--- src/rtl/beta_pkg.sv ---
`default_nettype none
// ============================================================================
// beta_pkg : shared types and constants for the beta instruction-fetch stage
// Revision : 1.0
// ============================================================================
package beta_pkg;

   localparam int INSTR_BYTES  = 4;
   localparam int IF_MAX_WIDTH = 64;

   typedef enum logic [1:0] {
      IF_IDLE  = 2'd0,
      IF_RUN   = 2'd1,
      IF_FLUSH = 2'd2
   } if_state_e;

   // Sized for the widest supported datapath; narrower builds leave the top bits constant.
   typedef struct packed {
      logic [IF_MAX_WIDTH-1:0] instr;
      logic [IF_MAX_WIDTH-1:0] pc;
   } if_fifo_entry_t;

endpackage
`default_nettype wire

--- src/rtl/beta_if_prefetch_fifo.sv ---
`default_nettype none
// ============================================================================
// beta_if_prefetch_fifo : power-of-two circular buffer with synchronous flush
// Revision : 1.0
// ============================================================================
module beta_if_prefetch_fifo #(
   parameter int DEPTH   = 4,
   parameter int ENTRY_W = 128
) (
   input  logic                       clk_i,
   input  logic                       rst_i,
   input  logic                       flush_i,
   input  logic                       push_i,
   input  logic [ENTRY_W-1:0]         push_data_i,
   input  logic                       pop_i,
   output logic [ENTRY_W-1:0]         head_o,
   output logic                       full_o,
   output logic                       empty_o,
   output logic [$clog2(DEPTH+1)-1:0] count_o
);

   localparam int c_ptr_w = $clog2(DEPTH);
   localparam int c_cnt_w = $clog2(DEPTH+1);

   logic [ENTRY_W-1:0] r_mem [DEPTH];
   logic [c_ptr_w-1:0] r_wr_ptr;
   logic [c_ptr_w-1:0] r_rd_ptr;
   logic [c_cnt_w-1:0] r_count;
   logic               w_push;
   logic               w_pop;

   assign w_pop   = pop_i && !empty_o;
   // A push into a full buffer is only safe when the head leaves in the same cycle.
   assign w_push  = push_i && (!full_o || w_pop);
   assign full_o  = (r_count == c_cnt_w'(DEPTH));
   assign empty_o = (r_count == '0);
   assign head_o  = r_mem[r_rd_ptr];
   assign count_o = r_count;

   always_ff @(posedge clk_i or posedge rst_i) begin
      if (rst_i) begin
         r_wr_ptr <= '0;
         r_rd_ptr <= '0;
         r_count  <= '0;
      end else if (flush_i) begin
         r_wr_ptr <= '0;
         r_rd_ptr <= '0;
         r_count  <= '0;
      end else begin
         if (w_push) begin
            r_wr_ptr <= r_wr_ptr + c_ptr_w'(1);
         end
         if (w_pop) begin
            r_rd_ptr <= r_rd_ptr + c_ptr_w'(1);
         end
         case ({w_push, w_pop})
            2'b10:   r_count <= r_count + c_cnt_w'(1);
            2'b01:   r_count <= r_count - c_cnt_w'(1);
            default: r_count <= r_count;
         endcase
      end
   end

   always_ff @(posedge clk_i or posedge rst_i) begin
      if (rst_i) begin
         for (int i = 0; i < DEPTH; i++) begin
            r_mem[i] <= '0;
         end
      end else if (w_push && !flush_i) begin
         r_mem[r_wr_ptr] <= push_data_i;
      end
   end

endmodule
`default_nettype wire

--- src/rtl/beta_if_prefetch_stage.sv ---
`default_nettype none
// ============================================================================
// beta_if_prefetch_stage : in-order multi-request instruction prefetch stage
// Revision : 1.0
// ============================================================================
module beta_if_prefetch_stage
   import beta_pkg::*;
#(
   parameter int                    DATA_WIDTH      = 32,
   parameter int                    FIFO_DEPTH      = 4,
   parameter int                    MAX_OUTSTANDING = 2,
   parameter logic [DATA_WIDTH-1:0] BOOT_ADDR       = '0
) (
   input  logic                            clk_i,
   input  logic                            rst_i,
   input  logic                            if_fetch_en_i,
   output logic                            if_instr_req_o,
   output logic [DATA_WIDTH-1:0]           if_instr_addr_o,
   input  logic                            if_instr_ready_i,
   input  logic                            if_instr_valid_i,
   input  logic [DATA_WIDTH-1:0]           if_instr_rdata_i,
   input  logic                            if_redirect_i,
   input  logic [DATA_WIDTH-1:0]           if_redirect_pc_i,
   output logic [DATA_WIDTH-1:0]           if_instr_o,
   output logic [DATA_WIDTH-1:0]           if_instr_pc_o,
   output logic                            if_instr_valid_o,
   input  logic                            if_dec_ready_i,
   output logic [$clog2(FIFO_DEPTH+1)-1:0] if_fifo_count_o,
   output logic                            if_stage_busy_o
);

   localparam int                    c_out_w   = $clog2(MAX_OUTSTANDING+1);
   localparam int                    c_cnt_w   = $clog2(FIFO_DEPTH+1);
   localparam logic [DATA_WIDTH-1:0] c_pc_step = DATA_WIDTH'(INSTR_BYTES);

   if_state_e             r_state;
   if_state_e             w_state_next;
   logic [DATA_WIDTH-1:0] r_fetch_pc;
   logic [DATA_WIDTH-1:0] r_resp_pc;
   logic [DATA_WIDTH-1:0] w_redirect_pc;
   logic [c_out_w-1:0]    r_outstanding;
   logic [c_out_w-1:0]    w_outstanding_next;
   logic [c_out_w-1:0]    r_discard;
   logic [c_out_w-1:0]    w_discard_next;
   logic [c_cnt_w-1:0]    w_fifo_count;
   logic                  w_fifo_empty;
   logic                  w_fifo_full;
   logic                  w_credit_ok;
   logic                  w_grant;
   logic                  w_resp_ok;
   logic                  w_push;
   logic                  w_pop;
   if_fifo_entry_t        w_push_entry;
   if_fifo_entry_t        w_head;

   assign w_redirect_pc = {if_redirect_pc_i[DATA_WIDTH-1:2], 2'b00};

   // Buffered plus in-flight instructions may never exceed the FIFO, so every response has a slot.
   assign w_credit_ok = (int'(r_outstanding) < MAX_OUTSTANDING) &&
                        ((int'(r_outstanding) + int'(w_fifo_count)) < FIFO_DEPTH);

   assign if_instr_req_o  = (r_state == IF_RUN) && if_fetch_en_i && !if_redirect_i && w_credit_ok;
   assign if_instr_addr_o = r_fetch_pc;
   assign w_grant         = if_instr_req_o && if_instr_ready_i;
   assign w_resp_ok       = if_instr_valid_i && (r_outstanding != '0);
   assign w_push          = w_resp_ok && (r_discard == '0) && !if_redirect_i;
   assign w_pop           = if_instr_valid_o && if_dec_ready_i;

   assign w_push_entry.instr = IF_MAX_WIDTH'(if_instr_rdata_i);
   assign w_push_entry.pc    = IF_MAX_WIDTH'(r_resp_pc);

   always_comb begin
      w_outstanding_next = r_outstanding;
      if (w_grant && !w_resp_ok) begin
         w_outstanding_next = r_outstanding + c_out_w'(1);
      end else if (!w_grant && w_resp_ok) begin
         w_outstanding_next = r_outstanding - c_out_w'(1);
      end
   end

   // A response arriving with the redirect is already excluded from the next outstanding count.
   always_comb begin
      w_discard_next = r_discard;
      if (if_redirect_i) begin
         w_discard_next = w_outstanding_next;
      end else if (w_resp_ok && (r_discard != '0)) begin
         w_discard_next = r_discard - c_out_w'(1);
      end
   end

   always_comb begin
      w_state_next = r_state;
      if (if_redirect_i) begin
         if (w_discard_next != '0) begin
            w_state_next = IF_FLUSH;
         end else if (if_fetch_en_i) begin
            w_state_next = IF_RUN;
         end else begin
            w_state_next = IF_IDLE;
         end
      end else begin
         case (r_state)
            IF_IDLE: begin
               if (if_fetch_en_i) begin
                  w_state_next = IF_RUN;
               end
            end
            IF_RUN: begin
               if (!if_fetch_en_i && (r_outstanding == '0)) begin
                  w_state_next = IF_IDLE;
               end
            end
            IF_FLUSH: begin
               if (w_discard_next == '0) begin
                  if (if_fetch_en_i) begin
                     w_state_next = IF_RUN;
                  end else begin
                     w_state_next = IF_IDLE;
                  end
               end
            end
            default: w_state_next = IF_IDLE;
         endcase
      end
   end

   always_ff @(posedge clk_i or posedge rst_i) begin
      if (rst_i) begin
         r_state       <= IF_IDLE;
         r_fetch_pc    <= BOOT_ADDR;
         r_resp_pc     <= BOOT_ADDR;
         r_outstanding <= '0;
         r_discard     <= '0;
      end else begin
         r_state       <= w_state_next;
         r_outstanding <= w_outstanding_next;
         r_discard     <= w_discard_next;
         if (if_redirect_i) begin
            r_fetch_pc <= w_redirect_pc;
            r_resp_pc  <= w_redirect_pc;
         end else begin
            if (w_grant) begin
               r_fetch_pc <= r_fetch_pc + c_pc_step;
            end
            if (w_push) begin
               r_resp_pc <= r_resp_pc + c_pc_step;
            end
         end
      end
   end

   beta_if_prefetch_fifo #(
      .DEPTH   (FIFO_DEPTH),
      .ENTRY_W ($bits(if_fifo_entry_t))
   ) u_fifo (
      .clk_i       (clk_i),
      .rst_i       (rst_i),
      .flush_i     (if_redirect_i),
      .push_i      (w_push),
      .push_data_i (w_push_entry),
      .pop_i       (w_pop),
      .head_o      (w_head),
      .full_o      (w_fifo_full),
      .empty_o     (w_fifo_empty),
      .count_o     (w_fifo_count)
   );

   assign if_instr_o       = w_head.instr[DATA_WIDTH-1:0];
   assign if_instr_pc_o    = w_head.pc[DATA_WIDTH-1:0];
   assign if_instr_valid_o = !w_fifo_empty && (r_state != IF_FLUSH);
   assign if_fifo_count_o  = w_fifo_count;
   assign if_stage_busy_o  = (r_outstanding != '0) || (r_state != IF_IDLE);

   generate
      if (DATA_WIDTH < IF_MAX_WIDTH) begin : g_narrow_entry
         logic w_unused_head;
         assign w_unused_head = ^{w_head.instr[IF_MAX_WIDTH-1:DATA_WIDTH],
                                  w_head.pc[IF_MAX_WIDTH-1:DATA_WIDTH]};
      end
   endgenerate

   a_resp_without_request: assert property (@(posedge clk_i) disable iff (rst_i)
      !(if_instr_valid_i && (r_outstanding == '0)));

   a_no_fifo_overflow: assert property (@(posedge clk_i) disable iff (rst_i)
      !(w_push && w_fifo_full && !w_pop));

endmodule
`default_nettype wire

--- config.mk ---
export PLATFORM = sky130hd
export DESIGN_NAME = beta_if_prefetch_stage
export DESIGN_NICKNAME = d
export VERILOG_FILES = /design/src/rtl/beta_pkg.sv /design/src/rtl/beta_if_prefetch_fifo.sv /design/src/rtl/beta_if_prefetch_stage.sv
export SDC_FILE = /design/constraint.sdc
export NUM_CORES = 1
export LEC_CHECK = 0
export CAP_MARGIN = 20
export CORE_ASPECT_RATIO = 2
export CORE_MARGIN = 2
export CORE_UTILIZATION = 51
export CTS_BUF_LIST = sky130_fd_sc_hd__clkbuf_8 sky130_fd_sc_hd__clkbuf_16
export CTS_CLUSTER_SIZE = 16
export DETAILED_ROUTE_END_ITERATION = 8
export HOLD_SLACK_MARGIN = 0.06
export PLACE_DENSITY = 0.83
export SLEW_MARGIN = 5
export SYNTH_ARGS = -nofsm -noshare
export SYNTH_HDL_FRONTEND = slang
export SYNTH_SLANG_ARGS = --single-unit
--- constraint.sdc ---
create_clock -name clk_i -period 9.9 [get_ports clk_i]
set_input_delay 0.99 -clock clk_i [delete_from_list [all_inputs] [get_ports clk_i]]
set_output_delay 0.99 -clock clk_i [all_outputs]
set_load 0.005 [all_outputs]
==> results of run 1 <==
-- layout by cell type, fill, tap and decap left out, types with 10 or more instances in the layout --
cell type	count
and4_1	10
nand2_1	62
nand3_1	30
xor2_1	12
clkbuf_16	29
clkdlybuf4s50_1	165
inv_1	16
mux2_2	254
dfrtp_1	319
xnor2_1	25
nand4_1	14
o21ai_0	40
mux4_2	62
nor3_1	16
nor2_1	27
o211ai_1	17
-- state kept, by name, summed over array words and instances, names as in the netlist --
name,flops
if_instr_addr_o,30
r_state,2
r_discard,2
u_fifo.r_wr_ptr,2
u_fifo.r_mem,248
r_outstanding,2
r_resp_pc,30
u_fifo.r_rd_ptr,2
u_fifo.count_o,3
-- how the worst max path moves through the flow --
stage,cells past startpoint,slack [ns],startpoint,endpoint
after detailed placement,6,5.65,if_dec_ready_i,u_fifo.r_mem[343]
after global placement,6,5.71,if_dec_ready_i,u_fifo.r_mem[90]
final,3,5.62,u_fifo.r_rd_ptr[0],if_instr_pc_o[2]
after floorplan,1,0.03,rst_i,if_instr_addr_o[10]
after CTS,3,5.52,u_fifo.r_rd_ptr[0],if_instr_pc_o[2]
after global routing,3,5.42,u_fifo.r_rd_ptr[0],if_instr_pc_o[2]
-- final cells by class --
cell class | instances | area [sq um]
fillers | 2212 | 11130
flip-flops and latches | 321 | 8040
multi-input cells | 677 | 6506
repair buffers | 176 | 1744
clock buffers | 35 | 808.3
well taps | 360 | 450.4
clock inverters | 12 | 105.1
inverters | 14 | 60.06
-- cells by family (layout without fill, tap and decap cells) --
| logic type | count (synthesis) | after routing | share of synthesized area |
|---|---|---|---|
| flip-flops | 321 | 321 | 0.5381 |
| multiplexers | 318 | 318 | 0.2865 |
| AND/OR/NAND/NOR | 205 | 205 | 0.07191 |
| AO/OA/AOI/OAI | 103 | 103 | 0.04518 |
| buffers and inverters | 92 | 237 | 0.02749 |
| XOR/XNOR | 37 | 37 | 0.02171 |
| adder cells (fa/ha/maj) | 10 | 10 | 0.008885 |
| other | 1 | 4 | 0.0002512 |
-- critical path: cells and delay by family, from the launching register on --
kind,cells,cell delay (ns)
multiplexers,1,0.67
buffers and inverters,2,1.13
flip-flops,1,0.90
-- layer usage --
metal / up-vias / track usage / part of all wire
li1: 4254 / - / -
met1: 4909 / 0.2557 / 0.38
met2: 249 / 0.4140 / 0.55
met3: 77 / 0.02067 / 0.034
met4: 0 / 0.09379 / 0.038
met5: - / 0 / 0
-- stage by stage --
stage	cell area [sq um]	power, mW	hold slack [ns]
detailed placement	16800	3.241	0.4878
floorplan	14940	2.572	0.4739
global placement	16800	3.173	0.4810
global route	17710	4.508	0.5128
finish	17710	4.287	0.4999
CTS	17710	4.342	0.5031
-- power by group through the flow --
stage	Clock, mW	Combinational, mW	Sequential, mW
after floorplan	0	0.831	1.74
after global placement	0	1.34	1.84
after detailed placement	0	1.37	1.87
after CTS	1.12	1.38	1.84
after global routing	1.16	1.46	1.89
final	1.09	1.35	1.84
==> run summary, run 1 <==
- finished clean — run status
- 20.93 um — Routed wire per std cell
- 1548 — Placed Instances
- 18.67% — area growth from synthesis to final layout
- 0.2335 GHz — Max Freq
- 0 ns — setup TNS after final layout
- 1 — hold path depth
- 0 — total setup violations reported at the end of the flow
- 5.617 ns — final setup slack of the worst path
- 246.0 um — vertical die dimension
- 0 — Resized Gates After CTS
- 166 — count of port buffers added during placement
- 321 — number of register bits inferred by synthesis
- buf_4, mux4_2, clkdlybuf4s50_1 — ordered list of cells on the worst path
- dfrtp_1 — cell type with the highest aggregate area in the netlist
- 9489 — Via Count
- 0.8847 — placer congestion estimate
- 3.098 mW — cell internal power dissipation
- 199 — largest net degree at the start of global routing
- 321 — number of clock sinks
- 0.2772 — switching portion of total power
- 0.07 ns — Clock Pin Slew Worst Setup and Hold Paths
- u_fifo.r_mem[3] — hold path startpoint
- 28 — number of buffers inserted during clock tree synthesis
- 33390 um — post-detailed-routing wire length
- 0 — Final Hold Vio Count
- 0 — EDFF count, synth
- r_state[0] — critical register-to-register path startpoint
- 0 — total of warnings raised by yosys
- 21960 um — dpl hpwl
- 0 — post-CTS setup buffers
- dfrtp_1, mux2_2, mux4_2 — cell types occupying the most area after synthesis
- 3 — buffer depth of the longest clock path
- 8.91 ns — critical path data required time
- 0 — global route total overflow
- 0.5175 — Starting Density
- dfrtp_1 — dominant synthesized flop cell
- 0.4326 — ratio of final minimum period to clock period
- 58 — Netlist cell types
- 0.007019 ns — worst-case clock skew
- 6.37 ns — slack of the worst reg-to-reg path
- 1.259 ns — worst slew pin tran
- 0 — number of nets with antenna violations after detailed routing
- 0 — CTS Hold Bufs
- built — TritonCTS clock tree
- 0.1391 — relative slew slack
- reg -> out — worst setup path class
- primary output — endpoint kind of the worst setup timing path
- 0.315 — Comb pwr share
- 0 — number of antenna repair diodes
- 0.5381 — Seq/Total Area, Yosys
- 1 — H-tree levels
- 54510 um — first-pass GRT wire length
- 1.000 — asr flop ratio synth
- 6 — FF-to-FF path depth
- clkbuf_16 — library cell used as clock root buffer
- 14930 sq um — post-synthesis instance area
- 1595 — Final Non-Filler Cells
- 0.2208 — Overall Global Routing Usage
- 0 — final slew viol count
- 3.29 ns — CP arrival
- 528 — DR iter-0 viols
- 0.90 ns — largest stage delay on the critical path
- dfrtp_1, mux2_2, nand2_1 — most used standard cells in the synthesized netlist
- 1299 — NumNets Final
- 0 — number of antenna violations at the first check in global routing
- 13.73 sq um — Synth Area per Inst
- no — setup repair after global routing missed its margin
- 30740 sq um — Die Footprint
- dfrtp_1 — top-count cell post-synth
- 0.55 ns — Clk Latency, worst-skew pair
- flip-flop — critical path startpoint category
- 0.0001576 V — maximum vdd ir drop
- 88 — number of rows in the core area
- 5.648 ns — pre-CTS setup slack
- 1.188 mW — reported net switching power
- 4.283 ns — Final Critical Period
- 5 — drt first pass iters
- 173 — top-level I/O count
- 0.6141 — Final Util
- dfrtp_4 — master of the slowest instance on the critical path
- 0 — remaining design rule violation count
- 0.5381 — portion of synthesized cell area occupied by the leading cell type
- 36 — Max Fanout on Critical Path
- 7.873 nW — Leak
- 0.3158 — fraction of final layout cells sized beyond drive strength 1
- 242.0 nW/um^2 — ratio of total power to cell area
- 28850 sq um — Std-Cell Core Area
- reg -> reg — class of the worst hold path
- 0 — Max-Cap Viols
- u_fifo.r_mem[3] — worst-case hold path end point
- 0.255 — clock share of power
- 1087 — synthesized netlist cell count
- 5.949 — mean number of vias per cell
- 125.0 um — die outline width
- 10310 — vias in the first global route
- 0.430 — proportion of power drawn by flip-flops and latches
- u_fifo.r_mem[342] — RR Endpoint
No activity file was read; power rests on OpenSTA's default activity.
==> run 2: changes to the inputs <==
==> constraint.sdc (replaced) <==
create_clock -name clk_i -period 3.75 [get_ports clk_i]
set_input_delay 0.375 -clock clk_i [delete_from_list [all_inputs] [get_ports clk_i]]
set_output_delay 0.375 -clock clk_i [all_outputs]
set_load 0.005 [all_outputs]
==> run 2 against run 1 <==
Effect of this change:
- sequential power grew to 2.6 times the previous value
- die area stayed put
- critical endpoint unchanged
- non-clock buffer count is 9 higher
- combinational power grew to 2.7 times the previous value
- flip-flop and latch count stayed put
- hold slack worse by 0.38 ns
- wire length is 1.9% higher
- global-route usage is 0.17 points higher
- via count is 2.2% higher
- clock skew is 0.0050 ns higher
==> run summary, run 2 (synthesis gave the netlist of run 1 again) <==
- finished clean — run status
- 3.091 ns — Final Critical Period
- 3 — buffer depth of the longest clock path, unchanged
- 248 — max FFs per register, unchanged
- 0 — CTS Hold Bufs, unchanged
- flip-flop — critical path startpoint category
- in -> reg — class of the worst hold path
- reg -> out — worst setup path class
- 0 — global route total overflow, unchanged
- 7.980 nW — Leak, +1.4%
- 0 — number of antenna repair diodes, unchanged
- 0 — Final Hold Vio Count, unchanged
- 0.3221 — fraction of final layout cells sized beyond drive strength 1, +0.006326
- 1308 — NumNets Final, +0.69%
- u_fifo.r_mem — largest register by flop count
- 20.18% — area growth from synthesis to final layout
- 11.50 mW — total power of the final layout, +170%
- 0.3235 GHz — Max Freq
- 22550 um — dpl hpwl, +2.7%
- 0.55 ns — Clk Latency, worst-skew pair, about the same
- dfrtp_1, mux2_2, clkdlybuf4s50_1 — most frequent cells in the layout
- 166 — count of port buffers added during placement, unchanged
- 0 — number of nets with antenna violations after detailed routing, unchanged
- no — setup repair after global routing missed its margin
- 0.6592 ns — final setup slack of the worst path, -4.958 ns
- 0 — total setup violations reported at the end of the flow, unchanged
- 0.07 ns — Clock Pin Slew Worst Setup and Hold Paths, about the same
- primary output — endpoint kind of the worst setup timing path
- 1 — H-tree levels, unchanged
- 3.38 ns — critical path data required time, -5.53 ns
- 21.16 um — Routed wire per std cell, +1.1%
- dfrtp_1 — commonest non-fill, non-tap cell in the layout
- 0.9059 ns — worst slew pin tran, -0.3529 ns
- 641.2 nW/um^2 — ratio of total power to cell area, +160%
- 0.2226 — Overall Global Routing Usage, +0.001739
- 0 — final slew viol count, unchanged
- 0.5175 — Starting Density, unchanged
- 586 — DR iter-0 viols, +11%
- 118 — largest net degree at the start of global routing, -41%
- 0 — number of antenna violations at the first check in global routing, unchanged
- 246.0 um — vertical die dimension, unchanged
- 0 — Max-Cap Viols, unchanged
- built — TritonCTS clock tree
- 6.030 — mean number of vias per cell, +1.4%
- 2.72 ns — CP arrival, -0.57 ns
- 0.8141 ns — pre-CTS setup slack, -4.834 ns
- 10370 — vias in the first global route, +0.55%
- 34030 um — post-detailed-routing wire length, +1.9%
- 54880 um — first-pass GRT wire length, +0.68%
- 173 — top-level I/O count, unchanged
- 28 — number of buffers inserted during clock tree synthesis, unchanged
- 0.0004030 V — maximum vdd ir drop, +160%
- 125.0 um — die outline width, unchanged
- 0.8242 — ratio of final minimum period to clock period
- clkbuf_16 — library cell used as clock root buffer
- 50 — Max Fanout on Critical Path, +39%
- 28850 sq um — Std-Cell Core Area, unchanged
- 321 — number of clock sinks, unchanged
- 0.8782 — placer congestion estimate, -0.73%
- 9696 — Via Count, +2.2%
- 0.01202 ns — worst-case clock skew, +0.004997 ns
- 30740 sq um — Die Footprint, unchanged
- 0.3805 — relative slew slack, +0.2414
- 6 — drt first pass iters, +1
- 88 — number of rows in the core area, unchanged
- 0 — post-CTS setup buffers, unchanged
- 0.1219 ns — worst hold margin, -0.3779 ns
- 0 — remaining design rule violation count, unchanged
- 0 — Resized Gates After CTS, unchanged
-- run 2: changes by cell type in the layout (fill, tap and decap cells not counted), sizes merged --
cell / previous run / this run
buf: 11 / 20
clkinv: 7 / 4
clkbuf: 35 / 38
clkinvlp: 0 / 3
bufinv: 2 / 3
-- run 2: power breakdown --
group	internal (mW)	total [mW]	switching [mW]
Clock	1.78	3.05	1.27
Sequential	4.24	4.81	0.578
Combinational	2.32	3.64	1.31
Total	8.34	11.5	3.16
-- run 2: critical path: stages (launching register included) --
cell and delay (ns):
dfrtp_4 0.61, buf_12 0.40, mux4_2 0.64, clkdlybuf4s50_1 0.48
-- run 2: per-stage QoR --
step                      cells  instance area, sq um  TNS [ns]    util
final                      1608                 17940         0  0.6219
after global placement     1557                 16950         0  0.5877
after floorplan            1090                 14940   -290.76       -
after global routing       1608                 17940         0  0.6219
after detailed placement   1557                 16950         0  0.5877
after CTS                  1608                 17940         0  0.6219
-- run 2: per-layer routing --
metal | up-vias | part of all wire | GRT usage
met2 | 278 | 0.57 | 0.4255
li1 | 4290 | - | -
met3 | 55 | 0.038 | 0.02219
met5 | - | 0 | 0
met4 | 0 | 0.030 | 0.08856
met1 | 5073 | 0.37 | 0.2518
-- run 2: path summary, 6_finish.rpt --
| path | from | end | slack [ns] | cells past startpoint |
|---|---|---|---|---|
| max | u_fifo.r_rd_ptr[0] | if_instr_pc_o[2] | 0.66 | 3 |
| min | if_redirect_i | u_fifo.r_wr_ptr[0] | 0.12 | 2 |
| max reg2reg | r_state[0] | u_fifo.r_mem[345] | 0.92 | 7 |
| min reg2reg | u_fifo.r_mem[203] | u_fifo.r_mem[203] | 0.50 | 1 |
| max in group asynchronous | rst_i | u_fifo.r_rd_ptr[1] | 2.37 | 3 |
| min in group asynchronous | rst_i | u_fifo.r_mem[465] | 0.28 | 2 |
-- run 2: area by class of cell --
type / instances / area, sq um
Clock inverter: 13 / 138.9
Clock buffer: 38 / 849.6
Timing Repair Buffer: 185 / 1899
Sequential cell: 321 / 8040
Tap cell: 360 / 450.4
Multi-Input combinational cell: 677 / 6506
Inverter: 14 / 56.30
Fill cell: 2117 / 10910
==> variant (config.mk and constraints of run 1) <==
The parameter `DATA_WIDTH` goes from 32 to 64.
--- a/src/rtl/beta_if_prefetch_stage.sv
+++ b/src/rtl/beta_if_prefetch_stage.sv
@@ -7,5 +7,5 @@
    import beta_pkg::*;
 #(
-   parameter int                    DATA_WIDTH      = 32,
+   parameter int                    DATA_WIDTH      = 64,
    parameter int                    FIFO_DEPTH      = 4,
    parameter int                    MAX_OUTSTANDING = 2,
Interface: changed (5 resized); port bits go from 173 to 333. No check against the original RTL was run, so the function may have changed too.
==> variant against run 1 <==
Area after synthesis grew 99%. Worst setup slack lost 440 ps. Clock skew grew 17 ps. Final area grew 99%. Critical path depth is the same. Register-to-register slack lost 590 ps. Combinational power grew 81%. Highest routed layer is now met5. Sequential cell count grew 320. Maximum frequency shrank 9.2%. Count of clock-buffer cells in the layout grew 33. Wire length grew 140%. Total power grew 94%.
==> variant: results (changes against run 1) <==
result of the run=completed; ratio of cells with drive above 1 in the final layout=32.3% (+0.72 points); largest fanout on the critical path=47 (+31%); cts bufs inserted=56 (+100%); leading cell types by count after synthesis=sky130_fd_sc_hd__dfrtp_1 (641), sky130_fd_sc_hd__mux2_2 (517), sky130_fd_sc_hd__nand2_1 (134); Final #Nets=2547 (+96%); GRT Resource Usage Total=26.4% (+4.3 points); clock latency on the worst-skew pair=620 ps (+70 ps); maximum number of pins on one net before global-route repair=195 (-2.0%); detailed router's first-iteration violation count=1104 (+110%); first-pass GRT wire length=123000 um (+130%); Hold Path Class=register to register; worst IR drop on VDD=0.000231 V (+47%); leakage power figure=15.7 nW (+100%); mean routed wirelength per cell=24.8 um (+18%); count of port buffers added during placement=326 (+96%); most flop-heavy register=u_fifo.r_mem; number of optimization iterations in the first detailed-route pass=5 (unchanged); via count of the first global-routing pass=20815 (+100%); worst-margin pin slew=1120 ps (-137 ps); library cells used by synthesis=65 (+12%); share of flip-flops with an asynchronous set or reset after synthesis=100% (unchanged); Largest stage delay, worst path=1060 ps (+160 ps); Fin Clk Skew=24.0 ps (+17.0 ps); number of buffers inserted by post-CTS setup repair=0 (unchanged); fillcell total=4440 (+100%); worst slack, placed=5120 ps (-531 ps); Ys Warns=0 (unchanged); routability cong.=0.960 (+8.5%); CTS HTree Levels=2 (+1); top area cells in the synthesized netlist=sky130_fd_sc_hd__dfrtp_1 (54%), sky130_fd_sc_hd__mux2_2 (20%), sky130_fd_sc_hd__mux4_2 (9.6%); drt via density=6.05 (+1.8%); delay-heaviest family, CP=buffers and inverters; initial antenna violation count=11 (+11); worst-case clock buffer depth=3 (unchanged); number of instances resized during post-cts repair=0 (unchanged); HPWL reported at the end of detailed placement=54000 um (+150%); clock root buffer=sky130_fd_sc_hd__clkbuf_16; clock transition at the registers of the reported paths=60 ps; CP arrival=3730 ps (+440 ps); flip-flop count of the largest register after layout=504 (+100%); cell at the slowest stage of the critical path=sky130_fd_sc_hd__dfrtp_4; proportion of synthesized chip area in sequential cells=54.0% (+0.24 points)
-- variant: changes by cell type after synthesis, sizes merged, moves of 15 or more --
cell	before	now
nor2	28	43
dfrtp	321	641
buf	42	104
xor2	12	41
o21ai	40	88
mux4	62	126
nand3	33	73
mux2	254	517
nand4	14	40
nand2	66	134
and3	9	29
-- variant: kinds of logic after synthesis --
kind of cell               synth area share (%)
AOI/OAI and AO/OA                          4.06
xor gates and xnor gates                   2.10
adders and majority gates                 0.447
buffers and inverters                      2.67
DFF                                        54.0
muxes                                      29.3
other                                    0.0126
and+or+nand+nor                            7.39
-- variant: stage by stage --
stage                     util [%]  hold slack, ps  power (mW)  cells  instance area (sq um)
after floorplan                  -             474        4.87   2145                  29700
after global placement        57.8             481        5.98   3105                  33400
after detailed placement      57.8             487        6.14   3105                  33400
final                         61.1             499        8.30   3215                  35300
after CTS                     61.0             503        8.38   3207                  35300
after global routing          61.0             513        8.67   3212                  35300
-- variant: where the power goes --
| group | internal [mW] | total [mW] | switching [mW] |
|---|---|---|---|
| clock network | 1.21 | 2.22 | 1.01 |
| registers | 3.22 | 3.63 | 0.418 |
| logic | 1.56 | 2.45 | 0.893 |
-- variant: final timing paths --
| check | from | endpoint | slack [ps] | cells past startpoint |
|---|---|---|---|---|
| worst min register to register | u_fifo.r_mem[322]$_DFFE_PP0P_ | u_fifo.r_mem[322]$_DFFE_PP0P_ | 500 | 1 |
| min in group asynchronous | rst_i | u_fifo.r_mem[225]$_DFFE_PP0P_ | 630 | 2 |
| worst min-delay path | u_fifo.r_mem[322]$_DFFE_PP0P_ | u_fifo.r_mem[322]$_DFFE_PP0P_ | 500 | 1 |
| worst max-delay path | u_fifo.r_rd_ptr[1]$_DFFE_PP0P_ | if_instr_pc_o[44] | 5180 | 3 |
| worst max register to register | r_outstanding[1]$_DFF_PP0_ | u_fifo.r_mem[498]$_DFFE_PP0P_ | 5780 | 10 |
| max in group asynchronous | rst_i | u_fifo.r_mem[457]$_DFFE_PP0P_ | 6870 | 5 |
-- variant: layout make-up --
class                           instances  area (sq um)  share of cell area, %
Sequential cell                       641         16000                   45.4
Inverter                               17          67.6                  0.191
Multi-Input combinational cell       1335         12900                   36.5
Clock inverter                         34           294                  0.832
Antenna cell                            7          17.5                 0.0496
Tap cell                              762           953                   2.70
Timing Repair Buffer                  351          3500                   9.90
Clock buffer                           68          1570                   4.43
-- variant: metal layers --
layer  wire length, um  global-route usage (%)  share of wire [%]
met5                61                       0              0.077
met4              5250                    15.7                6.6
met3              4510                    5.18                5.7
met2             41300                    46.1                 52
met1             28600                    29.9                 36
